File: src/rtl/program_loader_pkg.sv
// Shared types and constants for the MIPS program loader.
package program_loader_pkg;

  localparam int unsigned INSTR_WIDTH    = 32;
  localparam int unsigned BYTE_WIDTH     = 8;
  localparam int unsigned HEADER_BYTES   = 2;
  localparam int unsigned LEN_WIDTH      = HEADER_BYTES * BYTE_WIDTH;
  localparam int unsigned BYTES_PER_WORD = INSTR_WIDTH / BYTE_WIDTH;
  localparam int unsigned IDX_WIDTH      = 2;

  localparam logic [IDX_WIDTH-1:0] LAST_BYTE_IDX = IDX_WIDTH'(BYTES_PER_WORD - 1);

  // IDLE doubles as the header-high stage: it captures the first length byte.
  typedef enum logic [2:0] {
    IDLE   = 3'd0,
    LEN_LO = 3'd1,
    DATA   = 3'd2,
    WRITE  = 3'd3,
    DONE   = 3'd4,
    ERROR  = 3'd5
  } state_t;

  function automatic logic accepts_byte(input state_t s);
    return (s == IDLE) || (s == LEN_LO) || (s == DATA);
  endfunction

  function automatic logic is_busy(input state_t s);
    return (s == LEN_LO) || (s == DATA) || (s == WRITE);
  endfunction

endpackage

File: src/rtl/program_loader_word_assembler.sv
// Big-endian byte-to-word shift register; word_ready marks the cycle after the last byte.
module program_loader_word_assembler
  import program_loader_pkg::*;
(
  input  logic                   clock,
  input  logic                   reset,
  input  logic                   clear,
  input  logic                   shift,
  input  logic [BYTE_WIDTH-1:0]  in_byte,
  output logic [INSTR_WIDTH-1:0] word,
  output logic [IDX_WIDTH-1:0]   byte_idx,
  output logic                   word_ready
);

  always_ff @(posedge clock or posedge reset) begin
    if (reset) begin
      word       <= '0;
      byte_idx   <= '0;
      word_ready <= 1'b0;
    end else begin
      word_ready <= shift && (byte_idx == LAST_BYTE_IDX);
      if (clear) begin
        word     <= '0;
        byte_idx <= '0;
      end else if (shift) begin
        word     <= {word[INSTR_WIDTH-BYTE_WIDTH-1:0], in_byte};
        byte_idx <= byte_idx + IDX_WIDTH'(1);
      end
    end
  end

endmodule

File: src/rtl/program_loader.sv
// Loads a length-prefixed big-endian instruction stream into instruction memory,
// then releases the processor from reset.
module program_loader
  import program_loader_pkg::*;
#(
  parameter int unsigned ADDR_WIDTH = 8,
  parameter int unsigned BASE_ADDR  = 0
) (
  input  logic                   clock,
  input  logic                   reset,
  input  logic [BYTE_WIDTH-1:0]  in_data,
  input  logic                   in_valid,
  output logic                   in_ready,
  input  logic                   load_req,
  output logic                   mem_we,
  output logic [ADDR_WIDTH-1:0]  mem_addr,
  output logic [INSTR_WIDTH-1:0] mem_wdata,
  output logic                   cpu_reset,
  output logic                   busy,
  output logic                   done,
  output logic                   error
);

  // Largest word count that fits between BASE_ADDR and the top of memory.
  localparam logic [32:0] MAX_WORDS = (33'd1 << ADDR_WIDTH) - 33'(BASE_ADDR);

  state_t                 state;
  logic [LEN_WIDTH-1:0]   len;
  logic [LEN_WIDTH-1:0]   word_idx;
  logic [LEN_WIDTH-1:0]   next_idx;
  logic [LEN_WIDTH-1:0]   full_len;
  logic [IDX_WIDTH-1:0]   byte_idx;
  logic [INSTR_WIDTH-1:0] word;
  logic                   word_ready;
  logic                   accept;
  logic                   asm_clear;
  logic                   asm_shift;

  assign in_ready  = accepts_byte(state);
  assign busy      = is_busy(state);
  assign accept    = in_valid && in_ready;
  assign full_len  = {len[LEN_WIDTH-1:BYTE_WIDTH], in_data};
  assign next_idx  = word_idx + LEN_WIDTH'(1);
  assign asm_clear = (state == LEN_LO) && accept;
  assign asm_shift = (state == DATA) && accept;

  program_loader_word_assembler u_assembler (
    .clock      (clock),
    .reset      (reset),
    .clear      (asm_clear),
    .shift      (asm_shift),
    .in_byte    (in_data),
    .word       (word),
    .byte_idx   (byte_idx),
    .word_ready (word_ready)
  );

  // The assembler's registered flag lines up exactly with the WRITE cycle.
  assign mem_we    = word_ready;
  assign mem_wdata = word;

  always_ff @(posedge clock or posedge reset) begin
    if (reset) begin
      state     <= IDLE;
      len       <= '0;
      word_idx  <= '0;
      mem_addr  <= ADDR_WIDTH'(BASE_ADDR);
      cpu_reset <= 1'b1;
      done      <= 1'b0;
      error     <= 1'b0;
    end else begin
      case (state)
        IDLE: begin
          if (accept) begin
            len[LEN_WIDTH-1:BYTE_WIDTH] <= in_data;
            state                       <= LEN_LO;
          end
        end
        LEN_LO: begin
          if (accept) begin
            len[BYTE_WIDTH-1:0] <= in_data;
            word_idx            <= '0;
            if (full_len == '0) begin
              state     <= DONE;
              done      <= 1'b1;
              cpu_reset <= 1'b0;
            end else if (33'(full_len) > MAX_WORDS) begin
              state <= ERROR;
              error <= 1'b1;
            end else begin
              state <= DATA;
            end
          end
        end
        DATA: begin
          if (accept && (byte_idx == LAST_BYTE_IDX)) begin
            mem_addr <= ADDR_WIDTH'(BASE_ADDR + 32'(word_idx));
            state    <= WRITE;
          end
        end
        WRITE: begin
          word_idx <= next_idx;
          if (next_idx == len) begin
            state     <= DONE;
            done      <= 1'b1;
            cpu_reset <= 1'b0;
          end else begin
            state <= DATA;
          end
        end
        DONE: begin
          if (load_req) begin
            state     <= IDLE;
            done      <= 1'b0;
            cpu_reset <= 1'b1;
          end
        end
        ERROR: begin
          if (load_req) begin
            state <= IDLE;
            error <= 1'b0;
          end
        end
        default: state <= IDLE;
      endcase
    end
  end

endmodule

File: config.mk
export PLATFORM = sky130hd
export DESIGN_NAME = program_loader
export DESIGN_NICKNAME = d
export VERILOG_FILES = /design/src/rtl/program_loader_pkg.sv /design/src/rtl/program_loader_word_assembler.sv /design/src/rtl/program_loader.sv
export SDC_FILE = /design/constraint.sdc
export NUM_CORES = 1
export LEC_CHECK = 0
export CAP_MARGIN = 20
export CORE_MARGIN = 8
export CORE_UTILIZATION = 55
export CTS_CLUSTER_DIAMETER = 60
export CTS_CLUSTER_SIZE = 25
export DETAILED_ROUTE_END_ITERATION = 12
export PLACE_DENSITY = 0.87
export SLEW_MARGIN = 10
export SYNTH_ARGS = -nofsm -noshare
export SYNTH_HDL_FRONTEND = slang
export SYNTH_HIERARCHICAL = 1
export SYNTH_SLANG_ARGS = --single-unit
File: constraint.sdc
create_clock -name clock -period 2.6 [get_ports clock]
set_clock_uncertainty 0.1 [all_clocks]
set_input_delay 0.52 -clock clock [delete_from_list [all_inputs] [get_ports clock]]
set_output_delay 0.52 -clock clock [all_outputs]
set_load 0.01 [all_outputs]
==> run metrics, run 1 <==
Slew HR=0.331; Post-synth EDFFs=0; Comb pwr share=0.263; drt first pass iters=4; startpoint types=flop; run status=completed; total clock sinks=81; via count=~3200; most frequent cells in the layout=dfrtp_1, clkdlybuf4s50_1, nor2_1; H-tree levels=3; Clk Tree Root Cell=clkbuf_8; Max VDD drop=roughly 660 µV; Num CTS Buffers=9; Flop pwr share=0.458; leakage=about 0.0021 µW; vias per inst=around 5.8; Clk pin slew, worst setup/hold paths=0.08 ns; Detail Route Antenna Nets=0; type of destination of the critical path=flop; post-route minimum period=approximately 2.4 ns; Synth Register Bits=about 80; DRC=0; Max-Cap Viols=0; Worst-Margin Slew=between 0.9 and 1 ns; ys async rst share=1.00; Pwr per Cell Area=715 nW/µm²; Antenna diodes=0; Final setup viols=0; share of post-route cells with drive strength above 1=0.181; largest net degree at the start of global routing=43; first-pass GRT wire length=15800 µm; Final period util=0.931; Crit path largest cell delay=about 0.56 ns; hold slack=between 0.4 and 0.5 ns; vias in the first global route=3197; worst hold path class=reg2reg; IO buf count=57; Syn Area/Cell=~11 µm²; Power Total=between 3000 and 4000 µW; # hold bufs at CTS=0; CTS max path bufs=2; routability cong.=approximately 0.9; Data arrival, critical path=about 2.6 ns; Seq/Total Area, Yosys=0.501; Top Ports=58; Setup Crit Path Kind=reg2reg; crit-path cells=ha_2 -> nand3_4 -> nor3_2 -> xnor2_1 -> nand4_1 -> or4_1 -> a31oi_1; area delta synth->final=24.2%; Clock power frac=0.279; Die Span X=between 100 and 150 µm; die height=102 µm; switching share of power=0.317; most common cell after layout, fill and taps aside=dfrtp_1; CP Max Fanout=8; Worst-Skew Late Latency=around 0.35 ns; gr usage total=0.196; Final Hold Viols=0; Netlist Area Pre-Place=between 4000 and 5000 µm²; row cnt=31; Max Slew Vio Count=0; synth warn=6; Int Pwr=about 2500 µW; Net Sw Power=around 1100 µW; DR WL/cell=approximately 18 µm; DP Wirelength=6720 µm; Synth Net Count=between 300 and 400; initial core utilization=0.564; full die area=between 10000 and 15000 µm²; cells after synthesis=roughly 380; Layout fillers=500; critical path required time=approximately 2.8 ns; Core Region=7180 µm²; Post-synth top flop=dfrtp_1; CTS tree=done; initial DRC count=roughly 200; fmax=0.413 GHz; critical path's slowest cell=or4_1; initial antenna violation count=0; post-layout util=0.700; NumNets Final=457; final WL=between 9000 and 10000 µm; synth unique cells=50; grt total ovfl=0
-- synth_stat cells (2+ instances only) --
cell type / instances / area share
and4_1: 2 / 0.0043
buf_2: 7 / 0.0087
a22o_1: 2 / 0.0043
nor4_1: 6 / 0.0093
nor3_1: 7 / 0.0087
inv_1: 8 / 0.0074
nand4_1: 6 / 0.0093
a21oi_1: 9 / 0.011
o41ai_1: 2 / 0.0043
buf_12: 3 / 0.015
xor2_1: 8 / 0.017
a31oi_1: 4 / 0.0062
a21o_1: 2 / 0.0037
a211oi_1: 2 / 0.0037
or2_2: 2 / 0.0031
nor2_1: 53 / 0.049
nand2_1: 19 / 0.018
ha_1: 2 / 0.0062
o31ai_1: 5 / 0.0093
buf_6: 3 / 0.0083
nand3_1: 10 / 0.012
clkbuf_1: 12 / 0.011
xnor2_1: 17 / 0.037
dfrtp_1: 80 / 0.49
nand2b_1: 2 / 0.0031
and3b_1: 2 / 0.0043
o21ai_0: 25 / 0.031
and2_1: 2 / 0.0031
mux2i_1: 33 / 0.082
mux2_2: 24 / 0.067
-- power by group through the flow --
stage | combinational [µW] | clock [µW] | sequential [µW]
global route | 1040 | 1070 | 1680
floorplan | 703 | 0 | 1590
global placement | 887 | 0 | 1660
detailed placement | 925 | 0 | 1670
finish | 946 | 1000 | 1650
CTS | 939 | 1020 | 1640
-- kinds of logic (layout without fill, tap and decap cells) --
group / Yosys count / in the layout / share of synthesized area
AOI/OAI and AO/OA: 60 / 60 / 0.0955
and+or+nand+nor: 121 / 121 / 0.144
xor gates and xnor gates: 25 / 25 / 0.0541
muxes: 57 / 57 / 0.148
DFF: 81 / 81 / 0.501
adders and majority gates: 2 / 2 / 0.00618
buffers and inverters: 33 / 101 / 0.0504
-- state kept, by name, summed over array words and instances (netlist names) --
register / flops
u_assembler/word: 32
len: 16
word_idx: 16
mem_addr: 8
state: 3
u_assembler/byte_idx: 2
cpu_reset: 1
done: 1
error: 1
u_assembler/word_ready: 1
-- worst paths after layout --
kind | startpoint | to | slack (ns) | cells past startpoint
setup / recovery | word_idx[1] | done | 0.18 | 7
hold / removal | error | error | 0.41 | 2
setup reg to reg | word_idx[1] | done | 0.18 | 7
hold reg to reg | error | error | 0.41 | 2
max in group asynchronous | reset | word_idx[0] | 1.43 | 3
min in group asynchronous | reset | len[11] | 0.45 | 2
-- what timing repair did --
item,4_1_cts,5_1_grt
resized for setup,4,7
pin swaps,0,2
setup buffers,0,3
endpoints found under the hold margin,0,0
endpoints found under the setup margin,2,4
-- through the flow --
stage | setup slack [ns] | TNS [ns] | instances | cell area (µm²)
finish | 0.179 | 0 | 546 | 5030
global route | -0.0159 | -0.0265 | 546 | 5030
CTS | 0.0473 | 0 | 543 | 4970
detailed placement | -0.143 | -0.254 | 528 | 4740
global placement | 0.0432 | 0 | 528 | 4740
floorplan | 0.364 | 0 | 379 | 4050
-- layer usage --
| metal | part of all wire | track usage |
|---|---|---|
| met5 | 0 | 0 |
| met3 | 0.037 | 0.0344 |
| met1 | 0.43 | 0.240 |
| met4 | 0.014 | 0.0767 |
| met2 | 0.52 | 0.334 |
-- layout make-up --
| type | count | area, µm² | share of cell area |
|---|---|---|---|
| clock buffer | 9 | 124 | 0.0246 |
| clock inverter | 6 | 90.1 | 0.0179 |
| tap | 99 | 124 | 0.0246 |
| sequential | 81 | 2030 | 0.404 |
| timing repair buffer | 78 | 753 | 0.150 |
| inverter | 8 | 30.0 | 0.00597 |
| multi-input combinational | 265 | 1880 | 0.373 |
-- critical path, delay by kind of cell (launching register included) --
kind | cells | cell delay (ns)
DFF | 1 | 0.47
adders and majority gates | 1 | 0.31
and+or+nand+nor | 4 | 1.10
xor gates and xnor gates | 1 | 0.15
AOI/OAI and AO/OA | 1 | 0.21
No activity file was read; power rests on OpenSTA's default activity.
==> inputs of run 2 (changes only) <==
- CORE_ASPECT_RATIO: not set -> 0.5
==> run metrics, run 2 (synthesis results as in run 1) <==
biggest regs=u_assembler/word: 32 flops, len: 16 flops, word_idx: 16 flops; routability cong.=0.885 (-1.6%); Pwr per Cell Area=777 nW/µm² (+8.6%); leakage=0.00219 µW (+3.7%); first-pass GRT wire length=16600 µm (+4.9%); vias in the first global route=3260 (+2.0%); Worst-Skew Late Latency=0.34 ns (about the same); via count=3213 (+1.3%); initial DRC count=343 (+70%); largest net degree at the start of global routing=47 (+9.3%); type of destination of the critical path=flop; DP Wirelength=6790 µm (+1.0%); switching share of power=0.306 (-0.0104); share of post-route cells with drive strength above 1=0.183 (+0.00161); NumNets Final=463 (+1.3%); row cnt=22 (-29%); Non-Filler Instances=550 (+0.73%); area delta synth->final=27.0%; final WL=10000 µm (+1.8%); most common cell after layout, fill and taps aside=dfrtp_1; critical path required time=2.75 ns (about the same); Data arrival, critical path=2.68 ns (+0.10 ns); Net Sw Power=1220 µW (+7.4%); IO buf count=57 (unchanged); CTS tree=done; Power Total=3990 µW (+11%); post-route minimum period=2.52 ns (+0.101 ns); total clock sinks=81 (unchanged); Max-Cap Viols=0 (unchanged); Int Pwr=2770 µW (+13%); H-tree levels=3 (unchanged); fmax=0.397 GHz (-4.0%); Final period util=0.970 (+0.0389); die height=76.7 µm (-25%); Clk pin slew, worst setup/hold paths=0.06 ns (-0.02 ns); vias per inst=5.84 (+0.56%); grt total ovfl=0 (unchanged); Detail Route Antenna Nets=0 (unchanged); area of placed instances=4780 µm² (+0.77%); run status=completed; CP Max Fanout=6 (-2); Final Hold Viols=0 (unchanged); Clk Tree Root Cell=clkbuf_16; DR WL/cell=18.2 µm (+1.1%); initial antenna violation count=0 (unchanged); worst hold path class=reg2reg; Largest register FFs=32 (unchanged); Slew HR=0.317 (-0.0140); CTS max path bufs=2 (unchanged); Num CTS Buffers=9 (unchanged); Final setup viols=0 (unchanged); Comb pwr share=0.240 (-0.023); Flop pwr share=0.421 (-0.037); DRC=0 (unchanged); Clock power frac=0.339 (+0.060); post-layout util=0.710 (+0.00938); Top Ports=58 (unchanged); Worst-Margin Slew=1.02 ns (+0.0210 ns); Final Instance Area=5140 µm² (+2.2%); full die area=10500 µm² (+1.6%); gr usage total=0.199 (+0.00246); Core Region=7240 µm² (+0.89%); register bank with the most flops=u_assembler/word; startpoint types=flop; Antenna diodes=0 (unchanged); Max Slew Vio Count=0 (unchanged); Max VDD drop=420 µV (-36%); initial core utilization=0.559 (-0.00497); most frequent cells in the layout=dfrtp_1, clkdlybuf4s50_1, nor2_1; Setup Crit Path Kind=reg2reg; Die Span X=137 µm (+35%); drt first pass iters=4 (unchanged); Placed Cells=532 (+0.76%)
[run 2: cell types whose count changed in the layout (fill, tap and decap cells not counted), sizes merged]
cell,before,now
buf,21,27
clkbuf,9,10
clkinv,1,2
inv,10,9
[run 2: layout make-up]
class                      instances  area [µm²]
clock buffer                      10         229
timing repair buffer              84         786
fill                             485        2100
clock inverter                     6        90.1
sequential                        81        2030
multi-input combinational        265        1860
tap                               96         120
inverter                           8        30.0
[run 2: layer usage]
metal  up-vias  track usage  share of wire
li1       1486            -              -
met1      1582        0.252           0.43
met2       118        0.309           0.48
met3        27       0.0670          0.063
met4         0       0.0721          0.023
met5         -            0              0
[run 2: power groups by stage]
stage	clock network (µW)	logic [µW]	registers (µW)
after floorplan	0	703	1590
after global placement	0	902	1670
after detailed placement	0	942	1690
after CTS	1370	957	1670
after global routing	1430	1050	1700
final	1350	958	1680
[run 2: through the flow]
step / TNS [ns] / hold slack, ns / worst slack [ns]
2_1_floorplan: 0 / 0.370 / 0.364
3_3_place_gp: 0 / 0.389 / 0.0857
3_5_place_dp: -0.0218 / 0.395 / -0.0112
4_1_cts: 0 / 0.411 / 0.0224
5_1_grt: -0.00750 / 0.423 / -0.00750
6_report: 0 / 0.404 / 0.0782
[run 2: worst paths after layout]
check / start / to / slack (ns) / cells past startpoint
setup / recovery: word_idx[7] / done / 0.08 / 6
hold / removal: mem_addr[7] / mem_addr[7] / 0.40 / 1
setup reg to reg: word_idx[7] / done / 0.08 / 6
hold reg to reg: mem_addr[7] / mem_addr[7] / 0.40 / 1
max in group asynchronous: reset / mem_addr[2] / 1.42 / 3
min in group asynchronous: reset / u_assembler/word[9] / 0.52 / 3
[run 2: what timing repair did]
item	4_1_cts	5_1_grt
pin swaps	0	1
setup buffers	0	2
resized for setup	1	5
hold buffers	0	0
setup endpoints to repair	1	4
[run 2: worst max-delay path, stage by stage (launching register included)]
cell	delay, ns
dfrtp_1	0.44
nand4_1	0.41
nor3_2	0.35
xnor2_1	0.21
o211ai_2	0.15
or4_1	0.56
a31oi_1	0.21
==> inputs of run 3 (changes only) <==
- MAX_ROUTING_LAYER: not set -> met4
==> run metrics, run 3 (synthesis results as in run 1) <==
run status=completed; # hold bufs at CTS=0 (unchanged); DP Wirelength=6790 µm (unchanged); gr usage total=0.204 (+0.00548); first-pass GRT wire length=16600 µm (about the same); DRC=0 (unchanged); hold slack=0.404 ns (-0.0000690 ns); area of placed instances=4780 µm² (unchanged); Die Span X=137 µm (unchanged); post-route minimum period=2.52 ns (-0.00134 ns); Clk pin slew, worst setup/hold paths=0.06 ns (about the same); Final Hold Viols=0 (unchanged); share of post-route cells with drive strength above 1=0.183 (unchanged); R2R depth=6 (unchanged); startpoint types=flop; post-layout util=0.710 (unchanged); Final period util=0.969 (about the same); vias in the first global route=3242 (-0.55%); Max-Cap Viols=0 (unchanged); Max Slew Vio Count=0 (unchanged); die height=76.7 µm (unchanged); worst hold path class=reg2reg; fmax=0.397 GHz (about the same); via count=3241 (+0.87%); critical path required time=2.75 ns (about the same); Num CTS Buffers=9 (unchanged); total clock sinks=81 (unchanged); Setup Crit Path Kind=reg2reg; Largest register FFs=32 (unchanged); worst r2r dst=done; initial antenna violation count=0 (unchanged); Pwr per Cell Area=777 nW/µm² (about the same); type of destination of the critical path=flop; Data arrival, critical path=2.67 ns (about the same); Max VDD drop=423 µV (+0.61%); hold path startpoint=mem_addr[7]; CP Max Fanout=6 (unchanged); H-tree levels=3 (unchanged); Hold Path Sink=mem_addr[7]; Slew HR=0.322 (+0.00469); Top Ports=58 (unchanged); final WL=10100 µm (+0.24%); routability cong.=0.900 (+1.7%); register bank with the most flops=u_assembler/word; grt total ovfl=0 (unchanged); drt first pass iters=5 (+1); FF-to-FF setup slack=0.08 ns (about the same); initial DRC count=337 (-1.7%); NumNets Final=463 (unchanged); Final setup viols=0 (unchanged); Antenna diodes=0 (unchanged); most common cell after layout, fill and taps aside=dfrtp_1; CTS max path bufs=2 (unchanged); hold depth=1 (unchanged); DR WL/cell=18.3 µm (+0.24%); Reg2Reg Launch Point=word_idx[7]; Detail Route Antenna Nets=0 (unchanged); Worst-Margin Slew=1.01 ns (-0.00701 ns); area delta synth->final=27.0% (unchanged); CTS tree=done; leakage=0.00219 µW (unchanged); full die area=10500 µm² (unchanged); Layout fillers=485 (unchanged); IO buf count=57 (unchanged); Core Region=7240 µm² (unchanged); most frequent cells in the layout=dfrtp_1, clkdlybuf4s50_1, nor2_1; row cnt=22 (unchanged); total negative setup slack=0 ns (unchanged); initial core utilization=0.559 (unchanged); Clk Tree Root Cell=clkbuf_16; vias per inst=5.89 (+0.87%); largest net degree at the start of global routing=47 (unchanged); biggest regs=u_assembler/word: 32 flops, len: 16 flops, word_idx: 16 flops; Final Instance Area=5140 µm² (unchanged); Worst-Skew Late Latency=0.34 ns (about the same)
-- run 3: how the worst max path moves through the flow --
stage / startpoint / end / slack (ns) / depth (start not counted)
after floorplan: word_idx[0] / done / 0.36 / 7
after global placement: in_valid / word_idx[7] / 0.09 / 6
after detailed placement: in_valid / word_idx[8] / -0.01 / 6
after CTS: word_idx[1] / done / 0.02 / 7
after global routing: word_idx[7] / done / -0.007 / 6
final: word_idx[7] / done / 0.08 / 6
-- run 3: stage by stage --
step / power [µW] / instances / setup slack [ns]
after global routing: 4180 / 550 / -0.00677
after floorplan: 2290 / 379 / 0.364
after detailed placement: 2630 / 532 / -0.0112
final: 3990 / 550 / 0.0795
after CTS: 3990 / 548 / 0.0224
after global placement: 2570 / 532 / 0.0857
-- run 3: report_power, final --
group	internal, µW	switching [µW]
Sequential	1440	234
Clock	844	513
Combinational	483	475
Total	2770	1220
-- run 3: metal layers --
metal | track usage | vias to the layer above | part of all wire
met5 | - | - | 0
met4 | 0.0753 | 0 | 0.025
met3 | 0.0579 | 33 | 0.049
met2 | 0.307 | 120 | 0.48
met1 | 0.258 | 1608 | 0.45
li1 | - | 1480 | -
-- run 3: cell type report --
class | instances | area (µm²) | share of cell area
Multi-Input combinational cell | 265 | 1860 | 0.361
Timing Repair Buffer | 84 | 786 | 0.153
Clock buffer | 10 | 229 | 0.0446
Sequential cell | 81 | 2030 | 0.395
Tap cell | 96 | 120 | 0.0234
Clock inverter | 6 | 90.1 | 0.0175
Inverter | 8 | 30.0 | 0.00584
-- run 3: worst max-delay path, cell delays in order, from the launching register on --
cell and delay, ns:
dfrtp_1 0.44, nand4_1 0.40, nor3_2 0.35, xnor2_1 0.21
o211ai_2 0.15, or4_1 0.57, a31oi_1 0.21
-- run 3: what timing repair did --
item                       4_1_cts  5_1_grt
hold endpoints to repair         0        0
setup endpoints to repair        1        4
pin swaps                        0        1
buffers inserted                 0        2
gates resized for setup          1        5
